## src/rtl/ts_sym_buf_sched_pkg.sv

```systemverilog
// Shared definitions for the 10-bit symbol packing-buffer scheduler.
// Holds buffer geometry, op latencies, FSM state encoding, grant
// identifiers and a helper that turns an op length into a busy-counter load.
package ts_sym_buf_sched_pkg;

    localparam int DEPTH_WORDS  = 21;
    localparam int SYM_PER_WORD = 3;
    localparam int WR_OP_CYCLES = 2;
    localparam int RD_OP_CYCLES = 3;
    localparam int CAPACITY     = DEPTH_WORDS * SYM_PER_WORD;

    localparam int SYM_W  = 10;
    localparam int CNT_W  = 7;
    localparam int WORD_W = 5;
    localparam int SLOT_W = 2;
    localparam int BUSY_W = 2;

    localparam logic [BUSY_W-1:0] BUSY_ZERO = {BUSY_W{1'b0}};
    localparam logic [BUSY_W-1:0] BUSY_ONE  = {{(BUSY_W-1){1'b0}}, 1'b1};

    localparam logic GRANT_WR = 1'b0;
    localparam logic GRANT_RD = 1'b1;

    typedef enum logic [1:0] {
        ST_IDLE    = 2'd0,
        ST_WR_BUSY = 2'd1,
        ST_RD_BUSY = 2'd2,
        ST_REWIND  = 2'd3
    } state_t;

    // The busy counter counts down to zero; zero marks the final busy cycle.
    function automatic logic [BUSY_W-1:0] busy_load(input int cycles);
        return BUSY_W'(cycles - 1);
    endfunction

endpackage

```

## src/rtl/ts_slot_ptr.sv

```systemverilog
// Slot/word pointer for the packed buffer.
// The slot walks 0..SYM_PER_WORD-1; wrapping the slot bumps the word pointer.
// Ports: CLOCK, RESET (async, active-high), advance (step one symbol),
//        clear (rewind to 0/0, wins over advance), word (word pointer out).
module ts_slot_ptr
    import ts_sym_buf_sched_pkg::*;
(
    input  logic              CLOCK,
    input  logic              RESET,
    input  logic              advance,
    input  logic              clear,
    output logic [WORD_W-1:0] word
);

    logic [SLOT_W-1:0] slot_r;

    // Slot and word pointer update.
    always_ff @(posedge CLOCK or posedge RESET) begin
        if (RESET) begin
            slot_r <= {SLOT_W{1'b0}};
            word   <= {WORD_W{1'b0}};
        end else if (clear) begin
            slot_r <= {SLOT_W{1'b0}};
            word   <= {WORD_W{1'b0}};
        end else if (advance) begin
            if (slot_r == SLOT_W'(SYM_PER_WORD - 1)) begin
                slot_r <= {SLOT_W{1'b0}};
                word   <= word + 5'd1;
            end else begin
                slot_r <= slot_r + 2'd1;
            end
        end
    end

endmodule

```

## src/rtl/ts_sym_buf_sched.sv

```systemverilog
// Scheduler for the 10-bit-symbol packing buffer (3 symbols per 32-bit word).
// Arbitrates between the TS writer and the reader, keeps one buffer op in
// flight, issues BUF_WRITE/BUF_READ/BUF_RESET pulses and rewinds the
// non-wrapping buffer once every slot has been written and drained.
// Ports: CLOCK/RESET; IN_VALID/IN_DATA/IN_READY writer side (IN_READY is
// combinational); OUT_VALID/OUT_DATA/OUT_READY reader side; BUF_* buffer
// command/data; COUNT, WR_WORD, RD_WORD, FULL, EMPTY status.
module ts_sym_buf_sched
    import ts_sym_buf_sched_pkg::*;
(
    input  logic              CLOCK,
    input  logic              RESET,
    input  logic              IN_VALID,
    input  logic [SYM_W-1:0]  IN_DATA,
    output logic              IN_READY,
    output logic              OUT_VALID,
    output logic [SYM_W-1:0]  OUT_DATA,
    input  logic              OUT_READY,
    output logic              BUF_WRITE,
    output logic              BUF_READ,
    output logic              BUF_RESET,
    output logic [SYM_W-1:0]  BUF_DATA_IN,
    input  logic [SYM_W-1:0]  BUF_DATA_OUT,
    output logic [CNT_W-1:0]  COUNT,
    output logic [WORD_W-1:0] WR_WORD,
    output logic [WORD_W-1:0] RD_WORD,
    output logic              FULL,
    output logic              EMPTY
);

    state_t             state_r;
    state_t             state_nxt_s;
    logic [BUSY_W-1:0]  busy_r;
    logic               last_grant_r;
    logic [CNT_W-1:0]   count_r;
    logic               out_valid_r;
    logic [SYM_W-1:0]   out_data_r;
    logic               buf_write_r;
    logic               buf_read_r;
    logic               buf_reset_r;
    logic [SYM_W-1:0]   buf_data_in_r;
    logic               grant_wr_s;
    logic               grant_rd_s;
    logic               rewind_s;
    logic               wr_ok_s;
    logic               rd_ok_s;
    logic               full_s;
    logic               empty_s;
    logic               read_done_s;

    // FULL means every slot has been written since the last rewind, not
    // that COUNT reached capacity: the buffer does not wrap.
    assign full_s      = (WR_WORD == WORD_W'(DEPTH_WORDS));
    assign empty_s     = (count_r == {CNT_W{1'b0}});
    assign wr_ok_s     = IN_VALID & ~full_s;
    assign rd_ok_s     = ~empty_s & ~out_valid_r;
    assign read_done_s = (state_r == ST_RD_BUSY) && (busy_r == BUSY_ZERO);

    assign IN_READY    = grant_wr_s;
    assign OUT_VALID   = out_valid_r;
    assign OUT_DATA    = out_data_r;
    assign BUF_WRITE   = buf_write_r;
    assign BUF_READ    = buf_read_r;
    assign BUF_RESET   = buf_reset_r;
    assign BUF_DATA_IN = buf_data_in_r;
    assign COUNT       = count_r;
    assign FULL        = full_s;
    assign EMPTY       = empty_s;

    // Write pointer: one slot per granted write, cleared on rewind.
    ts_slot_ptr u_wr_ptr (
        .CLOCK   (CLOCK),
        .RESET   (RESET),
        .advance (grant_wr_s),
        .clear   (rewind_s),
        .word    (WR_WORD)
    );

    // Read pointer: one slot per granted read, cleared on rewind.
    ts_slot_ptr u_rd_ptr (
        .CLOCK   (CLOCK),
        .RESET   (RESET),
        .advance (grant_rd_s),
        .clear   (rewind_s),
        .word    (RD_WORD)
    );

    // FSM state register.
    always_ff @(posedge CLOCK or posedge RESET) begin
        if (RESET) begin
            state_r <= ST_IDLE;
        end else begin
            state_r <= state_nxt_s;
        end
    end

    // Next state and grant decode; rewind outranks any grant.
    always_comb begin
        state_nxt_s = state_r;
        grant_wr_s  = 1'b0;
        grant_rd_s  = 1'b0;
        rewind_s    = 1'b0;
        case (state_r)
            ST_IDLE: begin
                if (full_s && empty_s) begin
                    rewind_s    = 1'b1;
                    state_nxt_s = ST_REWIND;
                end else if (wr_ok_s && rd_ok_s) begin
                    // Contention: alternate, starting with a write after reset.
                    if (last_grant_r == GRANT_RD) begin
                        grant_wr_s  = 1'b1;
                        state_nxt_s = ST_WR_BUSY;
                    end else begin
                        grant_rd_s  = 1'b1;
                        state_nxt_s = ST_RD_BUSY;
                    end
                end else if (wr_ok_s) begin
                    grant_wr_s  = 1'b1;
                    state_nxt_s = ST_WR_BUSY;
                end else if (rd_ok_s) begin
                    grant_rd_s  = 1'b1;
                    state_nxt_s = ST_RD_BUSY;
                end else begin
                    state_nxt_s = ST_IDLE;
                end
            end
            ST_WR_BUSY, ST_RD_BUSY: begin
                if (busy_r == BUSY_ZERO) begin
                    state_nxt_s = ST_IDLE;
                end else begin
                    state_nxt_s = state_r;
                end
            end
            ST_REWIND: begin
                state_nxt_s = ST_IDLE;
            end
            default: begin
                state_nxt_s = ST_IDLE;
            end
        endcase
    end

    // Buffer command pulses, occupancy, busy timing and reader output stage.
    always_ff @(posedge CLOCK or posedge RESET) begin
        if (RESET) begin
            busy_r        <= BUSY_ZERO;
            last_grant_r  <= GRANT_RD;
            count_r       <= {CNT_W{1'b0}};
            out_valid_r   <= 1'b0;
            out_data_r    <= {SYM_W{1'b0}};
            buf_write_r   <= 1'b0;
            buf_read_r    <= 1'b0;
            buf_reset_r   <= 1'b0;
            buf_data_in_r <= {SYM_W{1'b0}};
        end else begin
            buf_write_r <= grant_wr_s;
            buf_read_r  <= grant_rd_s;
            buf_reset_r <= rewind_s;

            if (grant_wr_s) begin
                // BUF_DATA_IN keeps this symbol until the next write grant.
                buf_data_in_r <= IN_DATA;
                count_r       <= count_r + 7'd1;
                busy_r        <= busy_load(WR_OP_CYCLES);
                last_grant_r  <= GRANT_WR;
            end else if (grant_rd_s) begin
                count_r       <= count_r - 7'd1;
                busy_r        <= busy_load(RD_OP_CYCLES);
                last_grant_r  <= GRANT_RD;
            end else if (busy_r != BUSY_ZERO) begin
                busy_r        <= busy_r - BUSY_ONE;
            end

            // Capture and handshake never coincide: a read is only granted
            // while OUT_VALID is low.
            if (read_done_s) begin
                out_data_r  <= BUF_DATA_OUT;
                out_valid_r <= 1'b1;
            end else if (out_valid_r && OUT_READY) begin
                out_valid_r <= 1'b0;
            end
        end
    end

endmodule

```

## config.mk

```make
export PLATFORM = sky130hd
export DESIGN_NAME = ts_sym_buf_sched
export DESIGN_NICKNAME = d
export VERILOG_FILES = /design/src/rtl/ts_sym_buf_sched_pkg.sv /design/src/rtl/ts_slot_ptr.sv /design/src/rtl/ts_sym_buf_sched.sv
export SDC_FILE = /design/constraint.sdc
export NUM_CORES = 1
export LEC_CHECK = 0
export ABC_AREA = 1
export CORE_UTILIZATION = 52
export CTS_CLUSTER_DIAMETER = 200
export DETAILED_ROUTE_END_ITERATION = 8
export PLACE_DENSITY_LB_ADDON = 0.15
export SKIP_CTS_REPAIR_TIMING = 1
export SLEW_MARGIN = 40
export SYNTH_ARGS = -nofsm -noshare
export SYNTH_HDL_FRONTEND = slang
export SYNTH_HIERARCHICAL = 1
export SYNTH_SLANG_ARGS = --single-unit
```

## constraint.sdc

```tcl
create_clock -name CLOCK -period 5.9 [get_ports CLOCK]
set_input_delay 0.59 -clock CLOCK [delete_from_list [all_inputs] [get_ports CLOCK]]
set_output_delay 0.59 -clock CLOCK [all_outputs]
set_load 0.02 [all_outputs]
```

Word-level counts from Yosys, hierarchy flattened
Index checks and enable logic that the tools add are counted.
{ "totals": {"elab_cells": 92, "out_inout_bits": 44, "register_bits": 50, "in_bits": 24} }
{ "op_classes": {"mux": 41, "bitwise": 5, "add_sub_neg": 7, "eq_ne": 7, "n_reduce_logical": 18} }
{ "op_table": {"columns": ["operator", "n"], "rows": [
  ["2-to-1 mux 2 bit", 15],
  ["2-to-1 mux 5 bit", 6],
  ["2-to-1 mux 1 bit", 17],
  ["2-to-1 mux 7 bit", 2],
  ["nonzero test 2 bit", 7],
  ["adder 5 x 1 -> 5 bit (second input constant)", 2],
  ["== test 2 bit (second input constant)", 4],
  ["adder 7 x 1 -> 7 bit (second input constant)", 1],
  ["zero test 7 bit", 1],
  ["subtractor 7 x 1 -> 7 bit (second input constant)", 1],
  ["case mux 2 bit (3 select lines)", 1],
  ["== test 5 bit (second input constant)", 1],
  ["adder 2 x 1 -> 2 bit (second input constant)", 2],
  ["logical AND 1 bit", 4],
  ["zero test 2 bit", 2],
  ["AND reduction 2 bit", 2],
  ["NOT 1 bit", 3],
  ["nonzero test 3 bit", 1],
  ["bitwise AND 1 bit", 2],
  ["== test 2 x 1 -> 1 bit (second input constant)", 1],
  ["!= test 2 bit (second input constant)", 1],
  ["OR reduction 2 bit", 1],
  ["subtractor 2 x 1 -> 2 bit (second input constant)", 1]
]} }

Depth between registers and ports, before layout
{ "logic_depth": {"word_depth": 10, "depth_mapped": 16, "mapped_depth_nobuf": 15} }

Modules after synthesis
The synthesis kept the hierarchy.
{ "modules_own_cells": {"columns": ["mod", "area_per_inst_um2", "instances", "cells_per_inst", "seq_area_each_um2"], "rows": [
  ["ts_sym_buf_sched", 1793.0, 1, 190, 902.1],
  ["ts_slot_ptr", 366.6, 2, 44, 175.2]
]} }

Worst setup path before layout
Ideal clock, no wire load.
{ "synth_path": {"path_type": "register to register", "from": "reg u_wr_ptr.word[2]", "to": "reg count_r[6], in the netlist COUNT[6]", "setup_time_ns": 0.113, "path_buffers": 1, "arrival_time_ns": 2.180, "path_stages_with_launch": 17, "t_required_ns": 5.787, "slack_ns": 3.607, "synth_period_minus_slack_ns": 2.293, "cell_sequence": "dfrtp_1 nand2_1 inv_1 nand3_1 nand2_1 nor2_2 nand2_4 buf_6 ha_1 nand2_1 or2_2 nand3b_1 nand2_1 nand2_1 nand2_1 nand2_1 inv_1"} }
{ "synth_via": {"elab_chain_cells": 8, "word_cells_on_any_way": 15, "classes_between": "1 x eq/ne; 9 x mux; 2 x bitwise; 3 x reduce/logical"} }
{ "synth_rtl": {"columns": ["item", "line_no", "source"], "rows": [
  ["from (decl)", "ts_slot_ptr.sv:12", "output logic [WORD_W-1:0] word"],
  ["from (signal assigned)", "ts_slot_ptr.sv:21", "word <= {WORD_W{1'b0}};"],
  ["from (signal assigned)", "ts_slot_ptr.sv:24", "word <= {WORD_W{1'b0}};"],
  ["from (signal assigned)", "ts_slot_ptr.sv:28", "word <= word + 5'd1;"],
  ["== test 5 bit *", "ts_sym_buf_sched.sv:53", "assign full_s = (WR_WORD == WORD_W'(DEPTH_WORDS));"],
  ["NOT 1 bit", "ts_sym_buf_sched.sv:55", "assign wr_ok_s = IN_VALID & ~full_s;"],
  ["bitwise AND 1 bit", "ts_sym_buf_sched.sv:55", null],
  ["2-to-1 mux 1 bit / logical AND 1 bit (equally long branches)", "ts_sym_buf_sched.sv:117, ts_sym_buf_sched.sv:108", null],
  ["2-to-1 mux 1 bit", "ts_sym_buf_sched.sv:108", "end else if (wr_ok_s && rd_ok_s) begin"],
  ["2-to-1 mux 1 bit", "ts_sym_buf_sched.sv:105", "if (full_s && empty_s) begin"],
  ["2-to-1 mux 1 bit", "ts_sym_buf_sched.sv:103", "case (state_r)"],
  ["2-to-1 mux 7 bit / nonzero test 2 bit (equally long branches)", null, null],
  ["to (signal assigned)", "ts_sym_buf_sched.sv:148", "count_r <= {CNT_W{1'b0}};"],
  ["to (signal assigned)", "ts_sym_buf_sched.sv:163", "count_r <= count_r + 7'd1;"],
  ["to (signal assigned)", "ts_sym_buf_sched.sv:167", "count_r <= count_r - 7'd1;"],
  ["to (decl)", "ts_sym_buf_sched.sv:35", "logic [CNT_W-1:0] count_r;"]
]} }
Mark *: on every way between the ends. The rest lies on a longest branch, timed or not.
A chain may end at the register's enable or synchronous reset.

Final worst setup path
{ "layout_path": {"from": "in IN_VALID", "to": "out IN_READY"} }
{ "layout_via": {"elab_chain_cells": 5, "word_cells_on_any_way": 6, "classes_between": "4 x mux; 1 x bitwise; 1 x reduce/logical"} }
{ "layout_rtl": {"columns": ["item", "line_no", "source"], "rows": [
  ["from (decl)", "ts_sym_buf_sched.sv:13", "input logic IN_VALID,"],
  ["bitwise AND 1 bit *", "ts_sym_buf_sched.sv:55", null],
  ["2-to-1 mux 1 bit / logical AND 1 bit (equally long branches)", "ts_sym_buf_sched.sv:117, ts_sym_buf_sched.sv:108", null],
  ["2-to-1 mux 1 bit *", "ts_sym_buf_sched.sv:108", null],
  ["2-to-1 mux 1 bit *", "ts_sym_buf_sched.sv:105", null],
  ["2-to-1 mux 1 bit *", "ts_sym_buf_sched.sv:103", null],
  ["to (decl)", "ts_sym_buf_sched.sv:15", "output logic IN_READY,"]
]} }
Marks and branches as above.

==> insert_results.sql <==
INSERT INTO impl_metrics (metric_group, metric, value, unit) VALUES
('logic_synthesis', 'ys.warnings.count', '6', ''),
('logic_synthesis', 'ys_ff_latch', '50', ''),
('die', 'initial_utilization', '0.5608', ''),
('grt', 'grt_start_max_net_pins', '37', ''),
('placement', 'globalplace.congestion', '0.8700', ''),
('cells_and_area', 'insertedDiodeCount', '0', ''),
('logic_synthesis', 'ys_seq_area_frac', '0.4958', ''),
('power', 'netSwitchingPower', '797.4', 'uW'),
('grt', 'grt_pass1_wl', '9.039', 'mm'),
('die', 'num_io_pins', '68', ''),
('logic_synthesis', 'syn_nets', '314', ''),
('clocking', 'clock_tree.htree_level_count', '2', ''),
('route', 'dr.pass1.iters', '4', ''),
('route', 'drt.antenna.violating_nets', '0', ''),
('logic_synthesis', 'synth_area_per_cell', '9.087', 'um^2'),
('power', 'p_leak', '1.647', 'nW'),
('cells_and_area', 'most_common_library_cell_in_the_layout_ignoring_fill_and_taps', 'nand2_1', ''),
('die', 'die_h', '71.70', 'um'),
('cells_and_area', 'final_cells', '402', ''),
('worst_setup_path', 'crit_path_end_kind', 'output port', ''),
('worst_setup_path', 'cp.required', '5.31', 'ns'),
('power', 'power.clock.fraction', '0.101', ''),
('cells_and_area', 'multi_input_area', '0.001101', 'mm^2'),
('sta', 'final.min_clock_period', '2.955', 'ns'),
('cells_and_area', 'final_layout_size_suffix_gt1_frac', '0.1114', ''),
('power', 'power.share.combinational', '0.564', ''),
('sta', 'timing_hold_violations_final', '0', ''),
('clocking', 'tritoncts', 'built', ''),
('cells_and_area', 'count_of_filler_cells_inserted_in_the_layout', '336', ''),
('route', 'drc_errors', '0', ''),
('logic_synthesis', 'synthesis.instances', '278', ''),
('placement', 'dp_hpwl', '3.749', 'mm'),
('grt', 'overall_track_demand_over_capacity_in_global_routing', '0.2261', ''),
('clocking', 'max-clock-path-buffers', '2', ''),
('die', 'fp.dieW', '71.70', 'um'),
('placement', 'placed_cells', '395', ''),
('job', 'drv_cap', '0', ''),
('sta', 'post-route-period-util', '0.5009', ''),
('sta', 'worst_slew_pin_slew', '0.4632', 'ns'),
('logic_synthesis', 'synth.area.top_cells', 'dfrtp_1 (49%), nand2_1 (11%), ha_1 (5.4%)', ''),
('logic_synthesis', 'yosysTopAreaCellShare', '0.4854', ''),
('cells_and_area', 'syn_to_final_growth', '31.35', '%'),
('route', 'dr_total_vias', '2084', ''),
('power', 'pwr_density', '556.0', 'mW/mm^2'),
('worst_setup_path', 'critPathKind', 'in2out', ''),
('route', 'routed_wire_length_per_instance', '12.80', 'um'),
('logic_synthesis', 'yosysUniqueCellTypes', '33', ''),
('logic_synthesis', 'post_synth_design_cell_area', '0.002526', 'mm^2'),
('route', 'finalWirelength', '5.144', 'mm'),
('logic_synthesis', 'yosys.area.top_type', 'dfrtp_1', ''),
('die', 'die_area', '0.005141', 'mm^2'),
('cells_and_area', 'finish.net_count', '386', ''),
('power', 'pwr-share-seq', '0.335', ''),
('die', 'core_region_area', '0.004504', 'mm^2'),
('power', 'power.share.switching', '0.4322', ''),
('cells_and_area', 'final_cell_mix', 'nand2_1 (71), clkdlybuf4s50_1 (67), dfrtp_1 (49)', ''),
('logic_synthesis', 'postSynth.topFlopCell', 'dfrtp_1', ''),
('grt', 'global_route.overflow_total', '0', ''),
('sta', 'max_slew_margin', '0.6912', ''),
('clocking', 'cts_num_sinks', '50', ''),
('worst_setup_path', 'r2r_setup_slack', '3.40', 'ns'),
('grt', 'antenna_found_initial', '0', ''),
('grt', 'vias_in_the_first_global_route', '2058', ''),
('sta', 'timing.fmax', '338.4', 'MHz'),
('sta', 'grt_setup_unrepaired', 'no', ''),
('sta', 'fin_tns_setup', '0', 'ns'),
('logic_synthesis', 'synth_enable_flop_cells', '0', ''),
('clocking', 'clk_pin_slew', '0.08', 'ns'),
('hold_path', 'hold_path.class', 'reg2reg', ''),
('run_status', 'outcome', 'finished, final reports clean', ''),
('worst_setup_path', 'timing.critical_path.from_type', 'input port', '');
==> critical path: stages <==
cell and delay (ns):
clkdlybuf4s50_1 0.50, nand2_1 0.07, nor2_2 0.13, nand2_4 0.21
inv_4 0.22, clkdlybuf4s50_1 0.63
==> metal layers <==
metal | wire length (um) | vias up | GRT usage
met1 | 2286 | 993 | 0.2985
met2 | 2549 | 51 | 0.3669
li1 | - | 1033 | -
met3 | 243 | 7 | 0.05485
met5 | 0 | - | 0
met4 | 64 | 0 | 0.07843
==> power by group through the flow <==
stage | Combinational (mW) | Clock (mW) | Sequential [mW]
floorplan | 0.553 | 0 | 0.745
global placement | 1.01 | 0 | 0.617
detailed placement | 1.04 | 0 | 0.622
CTS | 1.05 | 0.193 | 0.617
global route | 1.15 | 0.207 | 0.638
finish | 1.04 | 0.187 | 0.617
==> cell usage after synthesis, types with 2 or more instances <==
library cell / n
nand2_4: 2
nand3_1: 20
nor2_2: 2
mux2_2: 10
buf_6: 2
nand2_2: 3
nand2_1: 71
inv_2: 5
nor2_1: 22
inv_1: 32
a22oi_1: 2
o21ai_1: 3
ha_1: 11
a21oi_1: 12
nor2_8: 2
dfrtp_1: 49
o21ai_0: 8
xor2_1: 6
o21ai_2: 2
==> state kept, by name, summed over array words and instances (netlist names) <==
| name | cells |
|---|---|
| BUF_WRITE | 1 |
| u_wr_ptr/word | 5 |
| COUNT | 7 |
| OUT_DATA | 10 |
| OUT_VALID | 1 |
| u_rd_ptr/word | 5 |
| state_r | 2 |
| u_wr_ptr/slot_r | 2 |
| u_rd_ptr/slot_r | 2 |
| BUF_RESET | 1 |
| BUF_DATA_IN | 10 |
| last_grant_r | 1 |
| busy_r | 2 |
| BUF_READ | 1 |
==> kinds of logic after synthesis <==
group / after synthesis / synth area share
and+or+nand+nor: 129 / 0.2402
DFF: 50 / 0.4958
buffers and inverters: 41 / 0.06835
AOI/OAI and AO/OA: 29 / 0.06439
adders and majority gates: 12 / 0.06241
muxes: 10 / 0.04458
xor gates and xnor gates: 7 / 0.02427
==> cell type report <==
cell class                      count  area share
Timing Repair Buffer               68      0.2044
Tap cell                           52     0.01961
Inverter                           38     0.04374
Multi-Input combinational cell    187      0.3318
Clock buffer                        7     0.02300
Sequential cell                    50      0.3775
==> through the flow <==
stage | area [um^2] | power, mW | setup WS (ns) | hold WS, ns | util
2_1_floorplan | 2526 | 1.298 | 3.607 | 0.3934 | -
3_3_place_gp | 3242 | 1.627 | 2.987 | 0.4632 | 0.7197
3_5_place_dp | 3242 | 1.663 | 2.957 | 0.4637 | 0.7197
4_1_cts | 3318 | 1.859 | 2.955 | 0.4861 | 0.7367
5_1_grt | 3318 | 1.998 | 2.762 | 0.5195 | 0.7367
6_report | 3318 | 1.845 | 2.945 | 0.4819 | 0.7367
==> path summary, 6_finish.rpt <==
check	to	cells past startpoint	from
max in group asynchronous	last_grant_r	3	RESET
max	IN_READY	6	IN_VALID
min reg2reg	BUF_DATA_IN[2]	2	BUF_DATA_IN[2]
max reg2reg	COUNT[6]	15	u_wr_ptr/word[2]
min in group asynchronous	u_wr_ptr/slot_r[0]	2	RESET
min	BUF_DATA_IN[2]	2	BUF_DATA_IN[2]
(Power assumes the default switching activity.)
